==> config.mk <==
export PLATFORM = sky130hd
export DESIGN_NAME = acq_baud_gen
export DESIGN_NICKNAME = d
export VERILOG_FILES = /design/src/rtl/acq_baud_gen.sv
export SDC_FILE = /design/constraint.sdc
export NUM_CORES = 1
export LEC_CHECK = 0
export CAP_MARGIN = 10
export CORE_MARGIN = 4
export CORE_UTILIZATION = 50
export CTS_CLUSTER_SIZE = 20
export DETAILED_ROUTE_END_ITERATION = 12
export PLACE_DENSITY = 0.83
export SLEW_MARGIN = 0
export SYNTH_ARGS = -nofsm -noshare
export SYNTH_HDL_FRONTEND = slang
export SYNTH_SLANG_ARGS = --single-unit
==> constraint.sdc <==
create_clock -name clk -period 4.2 [get_ports clk]
set_input_delay 0.84 -clock clk [delete_from_list [all_inputs] [get_ports clk]]
set_output_delay 0.84 -clock clk [all_outputs]
set_load 0.02 [all_outputs]
==> src/rtl/acq_baud_gen.sv <==
// Acquisition-strobe generator: splits each UART bit into N acquisitions.
// Each bit has U periods of P+1 clocks followed by D periods of P clocks.
module acq_baud_gen #(
  parameter int MIN_PERIOD = 2
) (
  input  logic        clk,
  input  logic        rst,
  input  logic        p_Enable_i,
  input  logic        p_Restart_i,
  input  logic [15:0] BaudRateGen_i,
  input  logic [7:0]  BitCompensation_i,
  output logic        p_AcqSig_o,
  output logic        p_MidSig_o,
  output logic        p_BitSig_o,
  output logic [4:0]  AcqIndex_o,
  output logic        p_Busy_o
);

  localparam logic       IDLE  = 1'b0;
  localparam logic       RUN   = 1'b1;
  localparam logic [15:0] MIN_P = 16'(MIN_PERIOD);

  logic        state;
  logic [15:0] ps;
  logic [3:0]  us, ds;
  logic [16:0] cnt;
  logic [4:0]  idx;

  logic [15:0] loadP;
  logic [3:0]  loadU, loadD;
  logic [4:0]  nAcq, lastIdx, midIdx;
  logic [16:0] len;
  logic        acqDone;

  // Candidate shadow values; an empty compensation byte degrades to one P-clock period
  always_comb begin
    loadP = (BaudRateGen_i < MIN_P) ? MIN_P : BaudRateGen_i;
    loadU = BitCompensation_i[7:4];
    loadD = BitCompensation_i[3:0];
    if (loadU == 4'd0 && loadD == 4'd0) loadD = 4'd1;
  end

  always_comb begin
    nAcq    = {1'b0, us} + {1'b0, ds};
    lastIdx = nAcq - 5'd1;
    midIdx  = lastIdx >> 1;
    len     = (idx < {1'b0, us}) ? ({1'b0, ps} + 17'd1) : {1'b0, ps};
    acqDone = (cnt == len - 17'd1);
  end

  always_ff @(posedge clk or negedge rst) begin
    if (!rst) begin
      state      <= IDLE;
      ps         <= 16'd20;
      us         <= 4'd10;
      ds         <= 4'd5;
      cnt        <= '0;
      idx        <= '0;
      p_AcqSig_o <= 1'b0;
      p_MidSig_o <= 1'b0;
      p_BitSig_o <= 1'b0;
      p_Busy_o   <= 1'b0;
    end else begin
      p_AcqSig_o <= 1'b0;
      p_MidSig_o <= 1'b0;
      p_BitSig_o <= 1'b0;
      if (state == IDLE) begin
        if (p_Enable_i) begin
          state    <= RUN;
          p_Busy_o <= 1'b1;
          cnt      <= '0;
          idx      <= '0;
          ps       <= loadP;
          us       <= loadU;
          ds       <= loadD;
        end
      end else if (!p_Enable_i) begin
        // Disable aborts the bit outright and beats a same-cycle restart
        state    <= IDLE;
        p_Busy_o <= 1'b0;
        cnt      <= '0;
        idx      <= '0;
      end else if (p_Restart_i) begin
        cnt <= '0;
        idx <= '0;
        ps  <= loadP;
        us  <= loadU;
        ds  <= loadD;
      end else if (acqDone) begin
        cnt        <= '0;
        p_AcqSig_o <= 1'b1;
        p_MidSig_o <= (idx == midIdx);
        if (idx == lastIdx) begin
          p_BitSig_o <= 1'b1;
          idx        <= '0;
          ps         <= loadP;
          us         <= loadU;
          ds         <= loadD;
        end else begin
          idx <= idx + 5'd1;
        end
      end else begin
        cnt <= cnt + 17'd1;
      end
    end
  end

  assign AcqIndex_o = idx;

endmodule

; ---- Word-level counts from Yosys, hierarchy flattened
; Cells that the tools add are included.
[op_classes]
n_addsub = 6
magnitude_cmp = 2
n_eq_ne = 7
n_mux = 49
reduce_logical = 7
[op_table]
columns = operator, count
row1 = two-way mux 16 bit, 7
row2 = two-way mux 17 bit, 6
row3 = two-way mux 4 bit, 13
row4 = two-way mux 5 bit, 6
row5 = adder 16 x 1 -> 17 bit (second input constant), 1
row6 = adder 17 x 1 -> 17 bit (second input constant), 1
row7 = equality test 17 bit, 1
row8 = two-way mux 1 bit, 17
row9 = subtractor 17 x 1 -> 17 bit (second input constant), 1
row10 = < comparator 16 x 2 -> 1 bit (second input constant), 1
row11 = zero test 4 bit, 2
row12 = != test 3 x 2 -> 1 bit (second input constant), 2
row13 = adder 4 x 4 -> 5 bit, 1
row14 = adder 5 x 1 -> 5 bit (second input constant), 1
row15 = equality test 5 x 4 -> 1 bit, 1
row16 = equality test 5 bit, 1
row17 = < comparator 5 x 4 -> 1 bit, 1
row18 = subtractor 5 x 1 -> 5 bit (second input constant), 1
row19 = != test 4 x 3 -> 1 bit (second input constant), 1
row20 = AND reduction 2 bit, 2
row21 = AND reduction 3 bit, 1
row22 = != test 2 bit (second input constant), 1
row23 = nonzero test 2 bit, 1
row24 = logical AND 1 bit, 1
[word_totals]
ff_bits = 51
out_inout_bits = 9

; ---- Longest topological paths before layout
[depth]
word_depth = 8
ltp_mapped = 17
ltp_nobuf = 15

; ---- Worst setup path before layout
; No wires, ideal clock.
[synth_timing]
path_kind = flip-flop to flip-flop
startpoint = reg idx[3] (netlist: AcqIndex_o[3])
endpoint = reg ds[3]
setup_time_ps = 125
arrival_ps = 4119
required_time_ps = 4075
path_slack_ps = -44
stages_incl_launch_ff = 16
path_buffers = 1
period_less_slack_ps = 4244
cell_sequence = dfrtp_1 -> ha_1 -> or2_4 -> a2111oi_4 -> nor2_1 -> mux2i_1 -> ha_1 -> nand2_1 -> o21ai_2 -> nand3_2 -> o311a_1 -> a2111oi_4 -> a21oi_4 -> a41oi_4 -> buf_6 -> mux2_4
[synth_between]
elab_chain_len = 6
[synth_rtl]
columns = item, line
row1 = from (decl), 27  ; logic [4:0] idx;
row2 = from (signal assigned), 100  ; idx <= idx + 5'd1;
row3 = < comparator 5 x 4 -> 1 bit, 47  ; len = (idx < {1'b0, us}) ? ({1'b0, ps} + 17'd1) : {1'b0, ps};
row4 = two-way mux 17 bit, 47
row5 = subtractor 17 x 1 -> 17 bit, 48  ; acqDone = (cnt == len - 17'd1);
row6 = equality test 17 bit, 48
row7 = != test 3 x 2 -> 1 bit (no source line), --
row8 = AND reduction 3 bit (no source line) (*), --
row9 = to (signal assigned), 75  ; ds <= loadD;
row10 = to (signal assigned), 88  ; ds <= loadD;
row11 = to (signal assigned), 98  ; ds <= loadD;
row12 = to (decl), 25  ; logic [3:0] us, ds;
; Every way passes the cells marked *; elsewhere a longest branch is shown, timed or not.
; A chain may end at the register's enable or synchronous reset.

; ---- Worst setup path after layout
[layout_timing]
startpoint = reg us[3]
endpoint = reg ps[3]
[layout_between]
elab_chain_len = 6
[layout_rtl]
columns = item, line
row1 = from (decl), 25
row2 = from (signal assigned), 74  ; us <= loadU;
row3 = from (signal assigned), 87  ; us <= loadU;
row4 = from (signal assigned), 97  ; us <= loadU;
row5 = < comparator 5 x 4 -> 1 bit, 47
row6 = two-way mux 17 bit, 47
row7 = subtractor 17 x 1 -> 17 bit, 48
row8 = equality test 17 bit, 48
row9 = != test 3 x 2 -> 1 bit (no source line), --
row10 = AND reduction 3 bit (no source line) (*), --
row11 = to (signal assigned), 73  ; ps <= loadP;
row12 = to (signal assigned), 86  ; ps <= loadP;
row13 = to (signal assigned), 96  ; ps <= loadP;
row14 = to (decl), 24  ; logic [15:0] ps;
; Marked as above.

==> impl_metrics.toml <==
[layout]
drive_gt1_frac = 0.211
final_common_cell = "dfrtp_1"
final_nets = 549
antenna_cells = 0
seq_area_um2 = 1280
fin_cells = 611
layout_common_cells = "dfrtp_1, nor2_1, clkdlybuf4s50_1"
utilization = 0.623
multi_input_area_um2 = 2860
nFillCells = 679
syn_to_final_growth_pct = 21.0

[clock_tree]
clkTransAtPathRegs_ns = 0.10
cts_sinks = 51
cts_tree = "done"
cts_buffers = 5
clk_latency_ns = 0.32
cts-root-buf = "clkbuf_8"
htree_num_levels = 2
cts.path.max_buffers = 2
hold_buffers = 0

[setup_path]
reg2regPathDepth = 17
r2r-end = "ps[3]$_DFFE_PN0P_"
critPathBufInv = 3
path_cells = "inv_1 -> ha_2 -> or2_4 -> a2111oi_4 -> nor2_4 -> mux2i_2 -> ha_2 -> nand2_1 -> o21ai_2 -> nand3_2 -> o311a_1 -> a2111oi_4 -> a21oi_4 -> a41oi_4 -> buf_12 -> buf_12 -> mux2_2"
path_max_fanout = 6
path_class = "flop to flop"
r2r_setup_slack_ns = 0.18
r2r-start = "us[3]$_DFFE_PN1P_"
endpoint_kind = "flop"
cp_top_family = "compound AO/OA/AOI/OAI gates"
critPathArrivalTime_ns = 4.23
setup.worst_path.start_class = "flop"
slowest_delay_ns = 0.55
worstPathRequired_ns = 4.41
cp_slowest_cell = "dfstp_2"

[power_and_ir_drop]
switching_power_mw = 0.545
vdd_drop_max_uv = 227
p_comb_frac = 0.399
powerDensity_nw_per_um2 = 289
internal-power_mw = 0.941
switching_share = 0.367
power_frac_clock = 0.198
pwr-share-seq = 0.403
leakagePower_nw = 2.16

[grt]
top_usage_layer = "met2"
grt_pass1_wl_mm = 17.1
grt_max_degree = 52
overflow = 0
antenna_found_initial = 0
grt.total_usage = 0.210
gr-usage-met1 = 0.286
use_met3 = 0.0334
met2_usage = 0.350
grt_pass1_vias = 3504

[timing]
tightest_slew_ns = 0.536
slew_violations = 0
fin_skew_ns = 0.0147
tns_ns = 0
max_slew_margin = 0.640
min_period_ns = 4.02
fin_ws_ns = 0.177
finalHoldViolCount = 0
period_share = 0.958
hold_slack_ns = 0.386
setup-violations-final = 0
fmax_ghz = 0.249

[drt]
viasPerCell = 6.12
avgRoutedWirePerCell_um = 18.0
routed_wl_mm = 11.0
vias = 3739
drcViolationCount = 0
ant_nets = 0
drt_iter0_markers = 383
firstDrtPassIters = 5

[logic_synthesis]
ys_seq_area_frac = 0.302
synth_area_per_cell_um2 = 9.49
synth_ff_type = "dfrtp_1"
synth_edf_count = 0
synth_cell_type_count = 83
synth_area_um2 = 4250
syn_nets = 492
ys_ff_latch = 51
synthCells = 448
yosys_warnings = 0
async_reset_ff_frac = 1.00

[run]
maxCapViolations = 0

[floorplan]
die_w_um = 100
io_pins = 37
die_area_um2 = 10000
initial_core_util = 0.515
die-height_um = 100
core.rowCount = 33
core_um2 = 8260

[place]
place_hpwl_mm = 8.13
dpl_worst_slack_ns = -0.00805
port_buffers = 36
globalplace.congestion = 0.918
dpl.cell_count = 589

[hold_path]
hp-class = "primary input to asynchronous set/reset pin"

[run_status]
status = "finished clean"
-- sequential cells by signal, indices dropped and copies added (netlist names) --
| register | count |
|---|---|
| ps | 16 |
| p_MidSig_o | 1 |
| state | 1 |
| ds | 4 |
| cnt | 17 |
| p_BitSig_o | 1 |
| p_Busy_o | 1 |
| p_AcqSig_o | 1 |
| AcqIndex_o | 5 |
| us | 4 |
-- synthesized netlist by cell type, drive strengths merged, types with 2 or more instances --
cell type	count	area share
nor2	39	0.034
xor2	21	0.043
nand2b	5	0.0091
o21ai	15	0.019
and2	6	0.0088
xnor3	2	0.011
dfrtp	45	0.26
inv	28	0.025
a2111oi	3	0.019
a31o	3	0.0062
nor4	8	0.015
xnor2	30	0.064
ha	15	0.044
a31oi	3	0.0044
and4	3	0.0062
a21boi	4	0.0071
and3	11	0.016
nand4	12	0.018
or3	2	0.0029
o21a	3	0.0053
nor2b	4	0.0059
nor3	17	0.021
mux2i	7	0.016
a41oi	2	0.0085
dfstp	6	0.037
nand3	19	0.024
mux2	23	0.077
o31ai	3	0.0053
o2111ai	8	0.016
a211oi	3	0.0082
o22ai	2	0.0029
a221oi	2	0.0056
buf	8	0.013
nand2	23	0.020
nor3b	2	0.0035
or2	3	0.0050
a21oi	17	0.024
o211ai	5	0.0088
a21o	2	0.0035
clkbuf	9	0.0079
-- cells by family (layout without fill, tap and decap cells) --
logic type	count (synthesis)	after routing	share of synthesized area
AOI/OAI and AO/OA	92	92	0.186
xor gates and xnor gates	53	53	0.117
adders and majority gates	16	16	0.0489
buffers and inverters	45	103	0.0456
DFF	51	51	0.302
muxes	30	30	0.0933
and+or+nand+nor	161	161	0.207
-- worst register-to-register path, stage by stage (launching register included) --
cell       delay (ns)
dfstp_2          0.55
inv_1            0.06
ha_2             0.19
or2_4            0.27
a2111oi_4        0.32
nor2_4           0.09
mux2i_2          0.20
ha_2             0.21
nand2_1          0.06
o21ai_2          0.16
nand3_2          0.16
o311a_1          0.36
a2111oi_4        0.30
a21oi_4          0.12
a41oi_4          0.26
buf_12           0.15
buf_12           0.12
mux2_2           0.33
-- routing by layer --
metal / vias to the layer above / wire (um)
li1: 1762 / -
met1: 1791 / 4630
met2: 164 / 5420
met3: 22 / 688
met4: 0 / 227
met5: - / 0
-- power by group through the flow --
stage          sequential, mW  clock, mW  combinational, mW
2_1_floorplan           0.565          0              0.427
3_3_place_gp            0.599          0              0.520
3_5_place_dp            0.603          0              0.543
4_1_cts                 0.593      0.299              0.546
5_1_grt                 0.604      0.319              0.649
6_report                0.599      0.294              0.593
-- stage by stage --
| stage | total power, mW | cell area [um2] |
|---|---|---|
| global route | 1.57 | 5150 |
| finish | 1.49 | 5150 |
| floorplan | 0.992 | 4250 |
| CTS | 1.44 | 4890 |
| global placement | 1.12 | 4790 |
| detailed placement | 1.15 | 4790 |
-- area by class of cell --
cell class / instances / share of cell area
inverter: 28 / 0.0204
clock inverter: 2 / 0.00316
clock buffer: 6 / 0.0141
timing repair buffer: 67 / 0.132
tap: 105 / 0.0255
sequential: 51 / 0.250
multi-input combinational: 352 / 0.556
-- repair_timing --
item | in CTS | in global routing
setup buffers | 0 | 10
cloned | 0 | 3
gates resized for setup | 2 | 15
endpoints found under the setup margin | 17 | 45
pin swaps | 0 | 11
-- worst max path at each step --
| stage | from | endpoint | slack, ns | cells after the start |
|---|---|---|---|---|
| floorplan | us[3]$_DFFE_PN1P_ | ds[3]$_DFFE_PN0P_ | 0.08 | 16 |
| global route | us[3]$_DFFE_PN1P_ | AcqIndex_o[0]$_DFFE_PN0P_ | -0.03 | 17 |
| global placement | us[3]$_DFFE_PN1P_ | ps[3]$_DFFE_PN0P_ | 0.16 | 16 |
| finish | us[3]$_DFFE_PN1P_ | ps[3]$_DFFE_PN0P_ | 0.18 | 17 |
| CTS | us[3]$_DFFE_PN1P_ | ps[3]$_DFFE_PN0P_ | 0.04 | 16 |
| detailed placement | us[3]$_DFFE_PN1P_ | ps[6]$_DFFE_PN0P_ | -0.008 | 17 |
No activity file was read; power rests on OpenSTA's default activity.
